## src/rtl/instr_fetch_unit_pkg.sv

```systemverilog
`default_nettype none
// +----------------------------------------------------------------------------+
// | Module      : instr_fetch_unit_pkg                                         |
// | Description : Shared types and helpers for the PDP-11 instruction fetch    |
// |               stage: fetch FSM state encoding, the buffer entry record,    |
// |               addressing-mode constants and the extension-word counter.    |
// | Revision    : 1.0 - initial release                                        |
// +----------------------------------------------------------------------------+
package instr_fetch_unit_pkg;

    // Addressing-mode constants for a 6-bit operand field {mode[2:0], reg[2:0]}
    localparam logic [2:0] PC_REG           = 3'd7;
    localparam logic [2:0] MODE_INDEX       = 3'd6;
    localparam logic [2:0] MODE_INDEX_DEF   = 3'd7;
    localparam logic [2:0] MODE_AUTOINC     = 3'd2;  // (PC)+ is immediate
    localparam logic [2:0] MODE_AUTOINC_DEF = 3'd3;  // @(PC)+ is absolute

    // Fetch FSM: LO issues the even byte, HI captures it and issues the odd
    // byte, CAP captures the odd byte and writes the assembled word.
    typedef enum logic [1:0] {
        LO  = 2'd0,
        HI  = 2'd1,
        CAP = 2'd2
    } fetch_state_t;

    // One output-buffer entry
    typedef struct packed {
        logic [15:0] word;
        logic [15:0] pc;
        logic        is_ext;
    } fetch_entry_t;

    // 1 if this operand field pulls an extension word from the stream
    function automatic logic [1:0] field_ext(input logic [5:0] f);
        logic [2:0] mode;
        logic [2:0] rnum;
        logic       hit;
        mode = f[5:3];
        rnum = f[2:0];
        hit  = (mode == MODE_INDEX) || (mode == MODE_INDEX_DEF) ||
               ((rnum == PC_REG) &&
                ((mode == MODE_AUTOINC) || (mode == MODE_AUTOINC_DEF)));
        return hit ? 2'd1 : 2'd0;
    endfunction

    // Number of extension words following opcode w (0..2).
    // The decode order matters: 07xxxx and 17xxxx are special-cased before
    // the generic double-operand test on w[14:12].
    function automatic logic [1:0] ext_words(input logic [15:0] w);
        logic [1:0] n;
        n = 2'd0;
        if (w[15:12] == 4'b0111) begin
            // Register-source group; SOB carries a displacement, not a field
            if (w[11:9] != 3'd7) begin
                n = field_ext(w[5:0]);
            end
        end else if (w[15:12] == 4'b1111) begin
            n = 2'd0;
        end else if (w[14:12] != 3'b000) begin
            n = field_ext(w[11:6]) + field_ext(w[5:0]);
        end else if (w[14:11] == 4'b0001) begin
            n = field_ext(w[5:0]);
        end
        return n;
    endfunction

endpackage
`default_nettype wire

```

## src/rtl/instr_fetch_unit_buffer.sv

```systemverilog
`default_nettype none
// +----------------------------------------------------------------------------+
// | Module      : fetch_buffer                                                 |
// | Description : Two-entry FIFO between fetch and decode. The head entry is   |
// |               held in its own register so the decode-facing outputs come   |
// |               straight from flops. Push and pop may coincide at any        |
// |               occupancy; flush empties it and voids a same-cycle pop.      |
// | Ports       : clk, reset_n (sync, active-low), flush, wr_en/wr_data,       |
// |               rd_valid/rd_ready/rd_data (head), count (occupancy)          |
// | Revision    : 1.0 - initial release                                        |
// +----------------------------------------------------------------------------+
module fetch_buffer
    import instr_fetch_unit_pkg::*;
#(
    parameter int BUF_DEPTH = 2
) (
    input  logic         clk,
    input  logic         reset_n,
    input  logic         flush,
    input  logic         wr_en,
    input  fetch_entry_t wr_data,
    input  logic         rd_ready,
    output logic         rd_valid,
    output fetch_entry_t rd_data,
    output logic [1:0]   count
);

    logic [1:0]   r_count;
    fetch_entry_t r_head;
    fetch_entry_t r_tail;

    logic w_full;
    logic w_pop;
    logic w_push;

    assign w_full = (r_count == 2'(BUF_DEPTH));
    assign w_pop  = (r_count != 2'd0) && rd_ready;
    // A write into a full buffer is only accepted when the head leaves
    assign w_push = wr_en && (!w_full || w_pop);

    always_ff @(posedge clk) begin
        if (!reset_n) begin
            r_count <= 2'd0;
            r_head  <= '0;
            r_tail  <= '0;
        end else if (flush) begin
            r_count <= 2'd0;
        end else begin
            // Head refills from the tail when two are held, otherwise from
            // the incoming word when the head slot is (or becomes) free.
            if (w_pop && (r_count == 2'd2)) begin
                r_head <= r_tail;
            end else if (w_push && ((r_count == 2'd0) ||
                                    ((r_count == 2'd1) && w_pop))) begin
                r_head <= wr_data;
            end

            if (w_push && (((r_count == 2'd1) && !w_pop) ||
                           ((r_count == 2'd2) && w_pop))) begin
                r_tail <= wr_data;
            end

            r_count <= r_count + {1'b0, w_push} - {1'b0, w_pop};
        end
    end

    assign rd_valid = (r_count != 2'd0);
    assign rd_data  = r_head;
    assign count    = r_count;

endmodule
`default_nettype wire

```

## src/rtl/instr_fetch_unit.sv

```systemverilog
`default_nettype none
// +----------------------------------------------------------------------------+
// | Module      : instr_fetch_unit                                             |
// | Description : PDP-11 instruction fetch. Reads byte-wide flash two bytes    |
// |               per word (little-endian), tags each word as opcode or        |
// |               extension word, and hands words to decode through a 2-entry  |
// |               buffer. Owns the fetch PC; branch redirect flushes/restarts. |
// | Ports       : clk, reset_n (sync, active-low)                              |
// |               flash_rd/flash_addr/flash_rdata  byte flash, 1-cycle data    |
// |               halt                             blocks new word reads       |
// |               redirect/redirect_pc             branch restart              |
// |               instr_valid/ready/word/pc/is_ext decode handshake            |
// |               fetch_pc                         next word to be fetched     |
// | Revision    : 1.0 - initial release                                        |
// +----------------------------------------------------------------------------+
module instr_fetch_unit
    import instr_fetch_unit_pkg::*;
#(
    parameter int FLASH_AW  = 16,
    parameter int BUF_DEPTH = 2
) (
    input  logic                clk,
    input  logic                reset_n,
    output logic                flash_rd,
    output logic [FLASH_AW-1:0] flash_addr,
    input  logic [7:0]          flash_rdata,
    input  logic                halt,
    input  logic                redirect,
    input  logic [15:0]         redirect_pc,
    output logic                instr_valid,
    input  logic                instr_ready,
    output logic [15:0]         instr_word,
    output logic [15:0]         instr_pc,
    output logic                instr_is_ext,
    output logic [15:0]         fetch_pc
);

    // ------------------------------------------------------------------
    // State
    // ------------------------------------------------------------------
    fetch_state_t r_state;
    fetch_state_t w_next_state;
    logic [15:0]  r_fetch_pc;
    logic [7:0]   r_lo_byte;
    logic [1:0]   r_ext_rem;

    logic         w_flush;
    logic         w_rd;
    logic [15:0]  w_rd_addr;
    logic         w_wr;
    logic         w_issue_lo;
    logic         w_issue_cap;
    logic [15:0]  w_pc_plus2;
    logic [15:0]  w_word;
    logic         w_is_ext;
    logic [1:0]   w_count;
    logic         w_head_valid;
    fetch_entry_t w_entry;
    fetch_entry_t w_head;
    logic         w_unused_pc_bit0;

    // Redirect target is always word-aligned
    assign w_unused_pc_bit0 = redirect_pc[0];

    // Reset behaves as a redirect to PC 0; both kill any word in flight
    assign w_flush    = !reset_n || redirect;
    assign w_pc_plus2 = r_fetch_pc + 16'd2;

    // A new word may start only if every word already started still has a
    // buffer slot. From LO nothing is in flight; from CAP the word being
    // captured has not reached the buffer yet, so it counts against space.
    assign w_issue_lo  = !halt && (w_count < 2'(BUF_DEPTH));
    assign w_issue_cap = !halt && (({1'b0, w_count} + 3'd1) < 3'(BUF_DEPTH));

    // Low byte came back during HI; the high byte is on the bus during CAP
    assign w_word   = {flash_rdata, r_lo_byte};
    assign w_is_ext = (r_ext_rem != 2'd0);
    assign w_entry  = '{word: w_word, pc: r_fetch_pc, is_ext: w_is_ext};

    // ------------------------------------------------------------------
    // Next-state and flash strobe
    // ------------------------------------------------------------------
    always_comb begin
        w_next_state = r_state;
        w_rd         = 1'b0;
        w_rd_addr    = r_fetch_pc;
        w_wr         = 1'b0;

        case (r_state)
            LO: begin
                if (w_issue_lo) begin
                    w_rd         = 1'b1;
                    w_next_state = HI;
                end
            end
            HI: begin
                // Once the even byte is out the word always completes
                w_rd         = 1'b1;
                w_rd_addr    = r_fetch_pc + 16'd1;
                w_next_state = CAP;
            end
            CAP: begin
                // Overlapped LO of the following word
                w_wr      = 1'b1;
                w_rd_addr = w_pc_plus2;
                if (w_issue_cap) begin
                    w_rd         = 1'b1;
                    w_next_state = HI;
                end else begin
                    w_next_state = LO;
                end
            end
            default: begin
                w_next_state = LO;
            end
        endcase

        // A read issued now would return into a flushed pipeline
        if (w_flush) begin
            w_rd         = 1'b0;
            w_wr         = 1'b0;
            w_next_state = LO;
        end
    end

    // ------------------------------------------------------------------
    // State register
    // ------------------------------------------------------------------
    always_ff @(posedge clk) begin
        if (!reset_n) begin
            r_state    <= LO;
            r_fetch_pc <= 16'h0000;
            r_lo_byte  <= 8'h00;
            r_ext_rem  <= 2'd0;
        end else if (redirect) begin
            r_state    <= LO;
            r_fetch_pc <= {redirect_pc[15:1], 1'b0};
            r_lo_byte  <= 8'h00;
            r_ext_rem  <= 2'd0;
        end else begin
            r_state <= w_next_state;
            if (r_state == HI) begin
                r_lo_byte <= flash_rdata;
            end
            if (w_wr) begin
                // Wraps FFFE -> 0000 naturally
                r_fetch_pc <= w_pc_plus2;
                // An opcode arms the counter; extension words drain it
                if (r_ext_rem == 2'd0) begin
                    r_ext_rem <= ext_words(w_word);
                end else begin
                    r_ext_rem <= r_ext_rem - 2'd1;
                end
            end
        end
    end

    // ------------------------------------------------------------------
    // Output buffer
    // ------------------------------------------------------------------
    fetch_buffer #(
        .BUF_DEPTH (BUF_DEPTH)
    ) u_fetch_buffer (
        .clk      (clk),
        .reset_n  (reset_n),
        .flush    (redirect),
        .wr_en    (w_wr),
        .wr_data  (w_entry),
        .rd_ready (instr_ready),
        .rd_valid (w_head_valid),
        .rd_data  (w_head),
        .count    (w_count)
    );

    // ------------------------------------------------------------------
    // Outputs
    // ------------------------------------------------------------------
    assign flash_rd     = w_rd;
    assign flash_addr   = FLASH_AW'(w_rd_addr);
    assign instr_valid  = w_head_valid;
    assign instr_word   = w_head.word;
    assign instr_pc     = w_head.pc;
    assign instr_is_ext = w_head.is_ext;
    assign fetch_pc     = r_fetch_pc;

endmodule
`default_nettype wire

```

## config.mk

```make
export PLATFORM = sky130hd
export DESIGN_NAME = instr_fetch_unit
export DESIGN_NICKNAME = d
export VERILOG_FILES = /design/src/rtl/instr_fetch_unit_pkg.sv /design/src/rtl/instr_fetch_unit_buffer.sv /design/src/rtl/instr_fetch_unit.sv
export SDC_FILE = /design/constraint.sdc
export NUM_CORES = 1
export LEC_CHECK = 0
export BUFFER_PORTS_ARGS = -buffer_cell sky130_fd_sc_hd__buf_2
export CORE_ASPECT_RATIO = 0.5
export CORE_MARGIN = 3
export CORE_UTILIZATION = 56
export DETAILED_ROUTE_END_ITERATION = 10
export PLACE_DENSITY_LB_ADDON = 0.2
export SLEW_MARGIN = 20
export SYNTH_ARGS = -nofsm -noshare
export SYNTH_HDL_FRONTEND = slang
export SYNTH_HIERARCHICAL = 1
export SYNTH_SLANG_ARGS = --single-unit
```

## constraint.sdc

```tcl
create_clock -name clk -period 2.7 [get_ports clk]
set_input_delay 0.405 -clock clk [delete_from_list [all_inputs] [get_ports clk]]
set_output_delay 0.405 -clock clk [all_outputs]
set_load 0.005 [all_outputs]
```

# == After elaboration in Yosys (flattened, before gate mapping) ==
# Cells that the tools add are included.
# word_totals
reg_bits,96
input_bits,29
out_inout_bits,67
wordCells,101
# classes
add_sub_neg,7
order_cmp,2
eq_ne,19
muxes,22
bitwise,2
n_reduce_logical,37
# ops
operator,count
33-bit two-way mux,2
16-bit two-way mux,2
16-bit case mux with 2 select lines,1
3-bit == test (second input constant),6
16-bit by 1-bit adder with 16-bit output (second input constant),1
16-bit by 2-bit adder with 16-bit output (second input constant),1
3-bit by 2-bit == test with 1-bit output (second input constant),4
1-bit logical AND,11
1-bit logical OR,10
1-bit two-way mux,10
2-bit two-way mux,5
2-bit nonzero test,4
2-bit zero test,3
2-bit case mux with 3 select lines,1
2-bit by 1-bit == test with 1-bit output (second input constant),2
2-bit == test (second input constant),2
4-bit by 1-bit == test with 1-bit output (second input constant),1
4-bit by 3-bit == test with 1-bit output (second input constant),1
4-bit == test (second input constant),1
1-bit zero test,4
2-bit AND reduction,2
2-bit by 1-bit adder with 3-bit output (second input constant),1
3-bit by 2-bit < comparator with 1-bit output (second input constant),1
3-bit inequality test (second input constant),1
11 further kinds,12

# == Longest topological paths before layout ==
# Gate-level depths: netlist of run 1.
# depth
depth_word,10
ltp_mapped,12
mapped_depth_nobuf,11

# == Modules after synthesis ==
# Netlist of run 1, hierarchy kept.
# by_module_without_submodules
mod,n_inst,cells_per_inst,area_per_inst_um2,seq_area_each_um2
fetch_buffer,1,318,3090.5,1361.3
instr_fetch_unit,1,251,1910.6,540.5

# == Worst setup path before layout of run 1 ==
# No wires, ideal clock.
# synth_path
path_type,input port to flip-flop
startpoint,in redirect
endpoint,reg u_fetch_buffer.r_head (netlist bit u_fetch_buffer/rd_data[1])
setup_ps,138
arrival_time_ps,2221
setup_slack_ps,341
path_stages,10
n_path_buf,4
path_cell_list,clkbuf_1 > inv_1 > nand2_1 > clkbuf_1 > nor2_1 > nor4bb_1 > buf_2 > a21o_1 > clkbuf_1 > a211oi_1
# synth_between
elab_chain_len,6
word_cells_on_any_way,7
cone_classes,mux: 1; bitwise: 1; reduce/logical: 5
# synth_lines
item,line,rtl
"start, declared",instr_fetch_unit.sv:28,"input logic redirect,"
1-bit logical OR,instr_fetch_unit.sv:66,assign w_flush = !reset_n || redirect;
1-bit two-way mux,instr_fetch_unit.sv:119,if (w_flush) begin
named net w_wr,instr_fetch_unit.sv:50,logic w_wr;
1-bit logical AND,instr_fetch_unit_buffer.sv:39,assign w_push = wr_en && (!w_full || w_pop);
1-bit logical AND,instr_fetch_unit_buffer.sv:53,end else if (w_push && ((r_count == 2'd0) ||
2-bit nonzero test (no source line),-,
2-bit AND reduction (no source line),-,
"end signal, assigned",instr_fetch_unit_buffer.sv:52,r_head <= r_tail;
"end signal, assigned",instr_fetch_unit_buffer.sv:55,r_head <= wr_data;
"end, declared",instr_fetch_unit_buffer.sv:29,fetch_entry_t r_head;
# The timed path passes the listed nets, and every way through them passes these cells.
# A chain may end at the register's enable or synchronous reset.

# == Worst setup path in the final report of run 1 ==
# layout_path
startpoint,reg r_state[1]
endpoint,out flash_addr[11]
# layout_between
elab_chain_len,2
word_cells_on_any_way,3
cone_classes,eq/ne: 2; mux: 1
# layout_lines
item,line,rtl
"start, declared",instr_fetch_unit.sv:41,fetch_state_t r_state;
"start signal, assigned",instr_fetch_unit.sv:141,r_state <= w_next_state;
2-bit == test / 2-bit by 1-bit == test with 1-bit output (equally long branches),instr_fetch_unit.sv:89,case (r_state)
16-bit case mux with 2 select lines *,instr_fetch_unit.sv:89,
"end, declared",instr_fetch_unit.sv:25,"output logic [FLASH_AW-1:0] flash_addr,"
# Mark *: on every way between the ends. The rest lies on a longest branch, timed or not.

==> results of run 1 <==
-- stage by stage --
stage | util [%] | setup WS (ns) | power [mW] | hold WS (ns)
after floorplan | - | 0.3410 | 1.630 | 0.4341
after global placement | 66.66 | 0.3618 | 1.741 | 0.4411
after detailed placement | 66.66 | 0.2664 | 1.748 | 0.4467
after CTS | 70.28 | 0.2055 | 3.037 | 0.3202
after global routing | 70.28 | 0.006273 | 3.130 | 0.3625
final | 70.28 | 0.1543 | 3.016 | 0.3308
-- worst min-delay path: cells and delay by family --
kind	cells	cell delay (ns)
compound gates	2	0.16
buf+inv	1	0.07
-- metal layers --
| layer | share of wire (%) | vias up | GRT usage [%] | wire length (um) |
|---|---|---|---|---|
| met3 | 4.9 | 11 | 5.497 | 617 |
| li1 | - | 2197 | - | - |
| met2 | 47 | 121 | 42.35 | 5914 |
| met5 | 0 | - | 0 | 0 |
| met1 | 48 | 2128 | 33.99 | 6053 |
| met4 | 0.57 | 0 | 6.660 | 72 |
-- power groups by stage --
stage                     Clock (mW)  Sequential [mW]  Combinational [mW]
after floorplan                    0             1.48               0.154
after global placement             0             1.50               0.246
after detailed placement           0             1.50               0.252
after CTS                       1.32             1.46               0.253
after global routing            1.38             1.47               0.282
final                           1.30             1.47               0.254
-- state kept, by name, indices dropped and copies added (netlist names) --
register,cells
u_fetch_buffer/r_tail,33
u_fetch_buffer/rd_data,33
fetch_pc,15
r_lo_byte,8
r_ext_rem,2
r_state,2
u_fetch_buffer/count,2
-- synthesized netlist by cell type (all sizes together), types with 6 or more instances --
cell | number | area, sq um
ha | 8 | 100.1
clkbuf | 35 | 131.4
and2 | 6 | 37.54
xnor2 | 9 | 78.83
a31oi | 13 | 81.33
nor3 | 6 | 30.03
inv | 8 | 30.03
buf | 18 | 135.1
a21oi | 17 | 85.08
dfxtp | 95 | 1902
nand2 | 90 | 337.8
nor4 | 6 | 88.83
nand4 | 9 | 62.56
mux2i | 76 | 760.7
xor2 | 7 | 61.31
nor2 | 21 | 78.83
o21ai | 33 | 165.2
nand3 | 8 | 40.04
a211oi | 67 | 515.5
-- cells in the final DEF, fill, tap and decap left out, drive strengths merged, types with 4 or more instances in the layout --
master and n:
ha 8, nand4 9, clkbuf 14, dfxtp 95, xnor2 9, o21ai 33, a211oi 67, nor2 21
nor3 6, and2 6, nand2 90, nor4 6, mux2i 76, a31oi 13, inv 8, xor2 7
buf 116, nand3 8, nor2b 4, a21oi 17
-- path summary, 6_finish.rpt --
| kind | start | to | slack [ns] | depth (start not counted) |
|---|---|---|---|---|
| worst max-delay path | r_state[1] | flash_addr[11] | 0.15 | 6 |
| worst min-delay path | redirect_pc[8] | fetch_pc[8] | 0.33 | 3 |
| worst max register to register | r_state[0] | u_fetch_buffer/rd_data[16] | 0.20 | 8 |
| worst min register to register | u_fetch_buffer/r_tail[23] | u_fetch_buffer/r_tail[23] | 0.46 | 2 |
-- kinds of logic after synthesis --
family                   count (synthesis)  share of synthesized area (%)
multiplexers                            77                          15.44
AND/OR/NAND/NOR                        169                          16.91
buffers and inverters                   62                          6.004
XOR/XNOR                                16                          2.802
other                                    1                        0.07498
AO/OA/AOI/OAI                          141                          18.74
flip-flops                              95                          38.03
adder cells (fa/ha/maj)                  8                          2.002
-- area by class of cell --
cell class	count	share of cell area, %
Multi-Input combinational cell	414	48.14
Sequential cell	95	32.42
Timing Repair Buffer	116	11.31
Clock buffer	14	4.501
Tap cell	112	2.389
Clock inverter	2	0.6613
Inverter	9	0.5759
==> impl_metrics.toml, run 1 <==
[clock_tree]
insertion_delay_ns = 0.34
htree_levels = 3
clock_path_buffers = 2
clk_pin_slew_ns = 0.06
post_cts.repair.setup_buffers = 0
holdBufCountCts = 0
cts-buffers-inserted = 9
cts-root-buf = "clkbuf_16"
cts.sinks = 95
cts_tree = "yes"
cts_resized = 0

[detailed_routing]
via_per_inst = 5.849
postRouteAntennaNets = 0
dr_total_vias = 4457
drc = 0
routedWlPerCell_um = 16.61
drtPass1Iterations = 5
drt_wl_total_um = 12660
drt_iter0_markers = 295

[placement]
io_buffers = 93
place_area_sq_um = 5563
hpwl_um = 8720
gp_congestion = 0.8900
dp.cells = 746

[timing]
min_period_over_period_pct = 94.29
fin_crit_ns = 2.546
setup_viol = 0
max_slew_margin_pct = 50.58
hold_viol = 0
fin_worst_skew_ns = 0.004152
tightest_slew_ns = 0.7413
max_freq_mhz = 392.8
slew_viol_final = 0
rsz0062_at_grt = "no"
fin_setup_tns_ns = 0

[worst_setup_path]
critPathLaunchType = "flop"
endpoint_kind = "primary output"
critPathTopFamily = "simple AND/OR/NAND/NOR gates"
critPathBufInv = 2
slowest_stage = "and2_1"
crit_chain = "inv_1, ha_1, and2_1, o21ai_0, a31oi_1, buf_2"
cpPeakStageDelay_ns = 0.44
worst-path-max-fanout = 12
arrival_ns = 2.14
cp.required_ns = 2.30
crit_type = "flop to primary output"

[power_and_ir_drop]
peakVddDrop_v = 0.0002989
p_int_mw = 2.298
power_density_nw_per_um2 = 514.1
comb_power_share_pct = 8.4
sw_frac_of_total_pct = 23.81
p_switching_mw = 0.7182
power_frac_seq_pct = 48.6
pwr-share-clk_pct = 43.0
p_leak_nw = 2.475

[global_routing]
grt_remaining_overflow = 0
antenna_found_initial = 0
grt_pass1_vias = 4241
grt_usage_pct = 25.37
grt_max_degree = 83
grt_pass1_wl_um = 21100

[min_path]
hold_class = "input port to flop"

[logic_synthesis]
ys_seq_elements = 95
synth_edf_count = 0
synthArstFlopShare_pct = 0
synth_seq_area_share_pct = 38.03
yosys_warnings = 6
synth_area_sq_um = 5001
synthesis.instances = 569
syn_avg_cell_area_sq_um = 8.789
synthDistinctLibCells = 49
ys.flop_type = "dfxtp_1"

[layout]
design_area_sq_um = 5866
layout.area.seq_sq_um = 1902
fin_nets = 682
n_antenna_cell = 0
nFillCells = 704
fin_cells = 762
drive_gt1_share_pct = 21.85
multi_input_area_sq_um = 2824
area_growth_pct = 17.29

[flow_run]
max_cap_viol_count = 0

[floorplanning]
io_pins = 96
rows = 23
die_h_um = 72.82
core-area_sq_um = 8346
die_x_um = 139.6
die_area_sq_um = 10170
initial_core_util_pct = 59.93

[status]
status = "finished, final reports clean"
No activity file was read; power rests on OpenSTA's default activity.
==> inputs of run 2 (changes only) <==
==> constraint.sdc (replaced) <==
create_clock -name clk -period 2.7 [get_ports clk]
set_input_delay 0.54 -clock clk [delete_from_list [all_inputs] [get_ports clk]]
set_output_delay 0.54 -clock clk [all_outputs]
set_load 0.005 [all_outputs]
==> run 2 against run 1 <==
Net effect:
- final cell count is 0.39% higher
- flip-flop and latch count stayed put
- global-route usage down 0.40 points
- critical path type unchanged
- sequential share of layout area is 0.097 points lower
- core utilization grew 0.21 points
- total power is 0.48% higher
- via count fell by 0.81%
- design area grew 0.30%
- largest power group unchanged
- clock skew up 0.0035 ns
- setup slack lost 0.013 ns
==> impl_metrics.toml, run 2 (synthesis gave the netlist of run 1 again) <==
[min_path]
hold_class = "flop to flop"

[layout]
layout_common_cells = "dfxtp_1 (95), buf_2 (93), nand2_1 (89), mux2i_1 (76), a211oi_1 (66)"
fin_cells = 765
drive_gt1_share_pct = 23.16
layout.area.seq_sq_um = 1902
area_growth_pct = 17.64
fin_nets = 684
multi_input_area_sq_um = 2834
final_common_cell = "dfxtp_1"
nFillCells = 701

[placement]
dp_slack_ns = 0.1862
dp.cells = 748
hpwl_um = 8441
gp_congestion = 0.8800
io_buffers = 93

[timing]
fin_setup_tns_ns = 0
max_freq_mhz = 390.9
fin_ws_ns = 0.1416
min_period_over_period_pct = 94.76
setup_viol = 0
slew_viol_final = 0
rsz0062_at_grt = "no"
tightest_slew_ns = 0.7292
worst_hold_slack_ns = 0.4586
fin_worst_skew_ns = 0.007621
hold_viol = 0
max_slew_margin_pct = 51.39
fin_crit_ns = 2.558

[worst_setup_path]
crit_type = "flop to primary output"
endpoint_kind = "primary output"
cp.required_ns = 2.16
worst-path-max-fanout = 12
critPathLaunchType = "flop"
rrSetupSlack_ns = 0.37
arrival_ns = 2.02

[floorplanning]
die_area_sq_um = 10170
die_x_um = 139.6
rows = 23
io_pins = 96
core-area_sq_um = 8346
die_h_um = 72.82
initial_core_util_pct = 59.93

[global_routing]
grt_pass1_wl_um = 20540
grt_remaining_overflow = 0
grt_usage_pct = 24.96
grt_max_degree = 83
grt_pass1_vias = 4041
antenna_found_initial = 0

[power_and_ir_drop]
p_leak_nw = 2.491
power_density_nw_per_um2 = 515.0
peakVddDrop_v = 0.0003585

[detailed_routing]
dr_total_vias = 4421
drc = 0
drt_iter0_markers = 320
routedWlPerCell_um = 16.27
drtPass1Iterations = 5
postRouteAntennaNets = 0
drt_wl_total_um = 12440
via_per_inst = 5.779

[clock_tree]
cts_tree = "yes"
clock_path_buffers = 2
cts-root-buf = "clkbuf_16"
holdBufCountCts = 0
post_cts.repair.setup_buffers = 0
cts-buffers-inserted = 9
clk_pin_slew_ns = 0.07
insertion_delay_ns = 0.35
htree_levels = 3
cts.sinks = 95

[status]
status = "finished, final reports clean"

[flow_run]
max_cap_viol_count = 0
## run 2: cell types whose count changed in the layout (fill, tap and decap cells not counted), sizes merged
cell / delta
buf: +2
inv: +3
diode: +1
clkinv: +1
clkbuf: -4
## run 2: worst max-delay path: stages (launching register included)
cell	delay [ns]
dfxtp_1	0.60
nand3_1	0.17
nor3_1	0.42
a21oi_1	0.13
a31oi_1	0.21
buf_2	0.15
## run 2: worst paths after layout
path	start	to	cells past startpoint
max reg2reg	r_state[0]	u_fetch_buffer/rd_data[7]	8
max	fetch_pc[3]	flash_addr[11]	5
min reg2reg	u_fetch_buffer/r_tail[23]	u_fetch_buffer/r_tail[23]	2
min	u_fetch_buffer/r_tail[23]	u_fetch_buffer/r_tail[23]	2
## run 2: layout make-up
type | instances | area share (%)
Sequential cell | 95 | 32.33
Clock buffer | 10 | 4.062
Clock inverter | 6 | 1.127
Timing Repair Buffer | 118 | 11.31
Multi-Input combinational cell | 414 | 48.17
Tap cell | 112 | 2.382
Antenna cell | 1 | 0.04254
Inverter | 9 | 0.5742
## run 2: per-layer routing
metal | part of all wire [%] | global-route usage (%) | routed length [um] | vias up
met4 | 1.0 | 6.874 | 128 | 0
met3 | 5.1 | 5.301 | 640 | 11
met5 | 0 | 0 | 0 | -
met2 | 46 | 40.53 | 5709 | 123
li1 | - | - | - | 2204
met1 | 48 | 34.29 | 5965 | 2083
## run 2: metrics by stage
step,total power [mW],util (%),instance area (sq um)
finish,3.030,70.49,5883
global route,3.142,70.46,5881
CTS,3.048,70.36,5872
detailed placement,1.749,66.69,5565
global placement,1.745,66.69,5565
floorplan,1.630,-,5009
## run 2: power by group
| part | total, mW | internal, mW | leakage (nW) | switching [mW] |
|---|---|---|---|---|
| clock | 1.31 | 0.750 | 0.154 | 0.559 |
| sequential | 1.46 | 1.42 | 0.769 | 0.0397 |
| combinational | 0.261 | 0.109 | 1.57 | 0.152 |
## run 2: what timing repair did
item | 4_1_cts | 5_1_grt
endpoints found under the hold margin | 0 | 0
setup endpoints to repair | 1 | 45
gates resized for setup | 1 | 4
==> inputs of run 3 (changes only) <==
--- a/config.mk
+++ b/config.mk
@@ -11,6 +11,7 @@
 export CORE_UTILIZATION = 56
 export DETAILED_ROUTE_END_ITERATION = 10
 export PLACE_DENSITY_LB_ADDON = 0.2
+export RECOVER_POWER = 25
 export SLEW_MARGIN = 20
 export SYNTH_ARGS = -nofsm -noshare
 export SYNTH_HDL_FRONTEND = slang
==> run 3 against run 2 <==
Net effect:
- count of clock-buffer cells in the layout is the same
- clock power about the same
- setup slack better by 0.030 ns
- combinational power about the same
- design area down 0.28%
- routed wire length up 0.55%
==> impl_metrics.toml, run 3 (synthesis gave the netlist of run 1 again) <==
[status]
status = "finished, final reports clean"

[detailed_routing]
drtPass1Iterations = 6
drc = 0
via_per_inst = 5.765
routedWlPerCell_um = 16.35
drt_wl_total_um = 12510
dr_total_vias = 4410
postRouteAntennaNets = 0
drt_iter0_markers = 323

[clock_tree]
clk_pin_slew_ns = 0.07
cts_tree = "yes"
post_cts.repair.setup_buffers = 0
clock_path_buffers = 2
cts-root-buf = "clkbuf_16"
cts-buffers-inserted = 9
cts.sinks = 95
htree_levels = 3
insertion_delay_ns = 0.35
holdBufCountCts = 0

[global_routing]
grt_pass1_wl_um = 20540
antenna_found_initial = 0
grt_pass1_vias = 4041
grt_usage_pct = 24.96
grt_max_degree = 83
grt_remaining_overflow = 0

[worst_setup_path]
cpPeakStageDelay_ns = 0.40
critPathLaunchType = "flop"
arrival_ns = 1.99
worst-path-max-fanout = 9
endpoint_kind = "primary output"
crit_type = "flop to primary output"
cp.required_ns = 2.16
crit_chain = "inv_1, ha_1, nor2b_1, buf_4, nand2_1, a21oi_1, o21ba_2, buf_2"
slowest_stage = "dfxtp_1"

[power_and_ir_drop]
p_int_mw = 2.278
pwr-share-clk_pct = 43.2
power_frac_seq_pct = 48.2
p_leak_nw = 2.442
p_switching_mw = 0.7537
sw_frac_of_total_pct = 24.86
power_density_nw_per_um2 = 516.8
comb_power_share_pct = 8.6
peakVddDrop_v = 0.0003595

[timing]
tightest_slew_ns = 0.7417
rsz0062_at_grt = "no"
fin_crit_ns = 2.529
fin_setup_tns_ns = 0
setup_viol = 0
fin_ws_ns = 0.1713
max_slew_margin_pct = 50.55
min_period_over_period_pct = 93.66
hold_viol = 0
worst_hold_slack_ns = 0.4587
slew_viol_final = 0
fin_worst_skew_ns = 0.006232
max_freq_mhz = 395.5

[floorplanning]
die_area_sq_um = 10170
die_h_um = 72.82
rows = 23
initial_core_util_pct = 59.93
core-area_sq_um = 8346
io_pins = 96
die_x_um = 139.6

[layout]
fin_util_pct = 70.30
layout_common_cells = "dfxtp_1 (95), nand2_1 (89), buf_2 (83), mux2i_1 (76), a211oi_1 (66)"
fin_nets = 684
final_common_cell = "dfxtp_1"
drive_gt1_share_pct = 21.47
area_growth_pct = 17.31

[min_path]
hold_class = "flop to flop"

[placement]
dp_slack_ns = 0.1862
io_buffers = 93
hpwl_um = 8441
gp_congestion = 0.8800

[flow_run]
max_cap_viol_count = 0
-- run 3: per-stage QoR --
step                      instances  power, mW  cell area, sq um
after global placement          748      1.745              5565
after CTS                       764      3.048              5872
after floorplan                 571      1.630              5009
final                           765      3.032              5867
after global routing            764      3.141              5864
after detailed placement        748      1.749              5565
-- run 3: what timing repair did --
| item | 4_1_cts | 5_1_grt |
|---|---|---|
| endpoints found under the setup margin | 1 | 45 |
| resized for setup | 1 | 4 |
| endpoints found under the hold margin | 0 | 0 |
| cloned | 0 | 0 |
-- run 3: path summary, 6_finish.rpt --
kind	cells after the start	to	slack, ns	startpoint
hold / removal	2	u_fetch_buffer/r_tail[26]	0.46	u_fetch_buffer/r_tail[26]
setup / recovery	8	flash_addr[14]	0.17	r_state[0]
hold reg to reg	2	u_fetch_buffer/r_tail[26]	0.46	u_fetch_buffer/r_tail[26]
setup reg to reg	8	u_fetch_buffer/rd_data[7]	0.37	r_state[0]
-- run 3: power by group through the flow --
| stage | Sequential [mW] | Clock (mW) | Combinational, mW |
|---|---|---|---|
| finish | 1.46 | 1.31 | 0.261 |
| floorplan | 1.48 | 0 | 0.154 |
| CTS | 1.46 | 1.33 | 0.260 |
| detailed placement | 1.49 | 0 | 0.258 |
| global placement | 1.49 | 0 | 0.253 |
| global route | 1.46 | 1.39 | 0.292 |
-- run 3: critical path: cells and delay by family, from the launching register on --
family | cells | cell delay [ns]
and+or+nand+nor | 2 | 0.21
AOI/OAI and AO/OA | 2 | 0.27
buffers and inverters | 3 | 0.40
adders and majority gates | 1 | 0.36
DFF | 1 | 0.40
-- run 3: layer usage --
layer	part of all wire, %	wire length (um)	vias up	track usage (%)
met1	48	6005	2093	34.29
met5	0	0	-	0
li1	-	-	2198	-
met2	46	5719	108	40.53
met3	5.4	676	11	5.301
met4	0.87	109	0	6.874
-- run 3: area by class of cell --
type	count	area (sq um)
Fill cell	707	2479
Clock inverter	6	66.31
Antenna cell	1	2.502
Sequential cell	95	1902
Timing Repair Buffer	118	649.4
Tap cell	112	140.1
Multi-Input combinational cell	414	2834
Inverter	9	33.78
Clock buffer	10	239.0
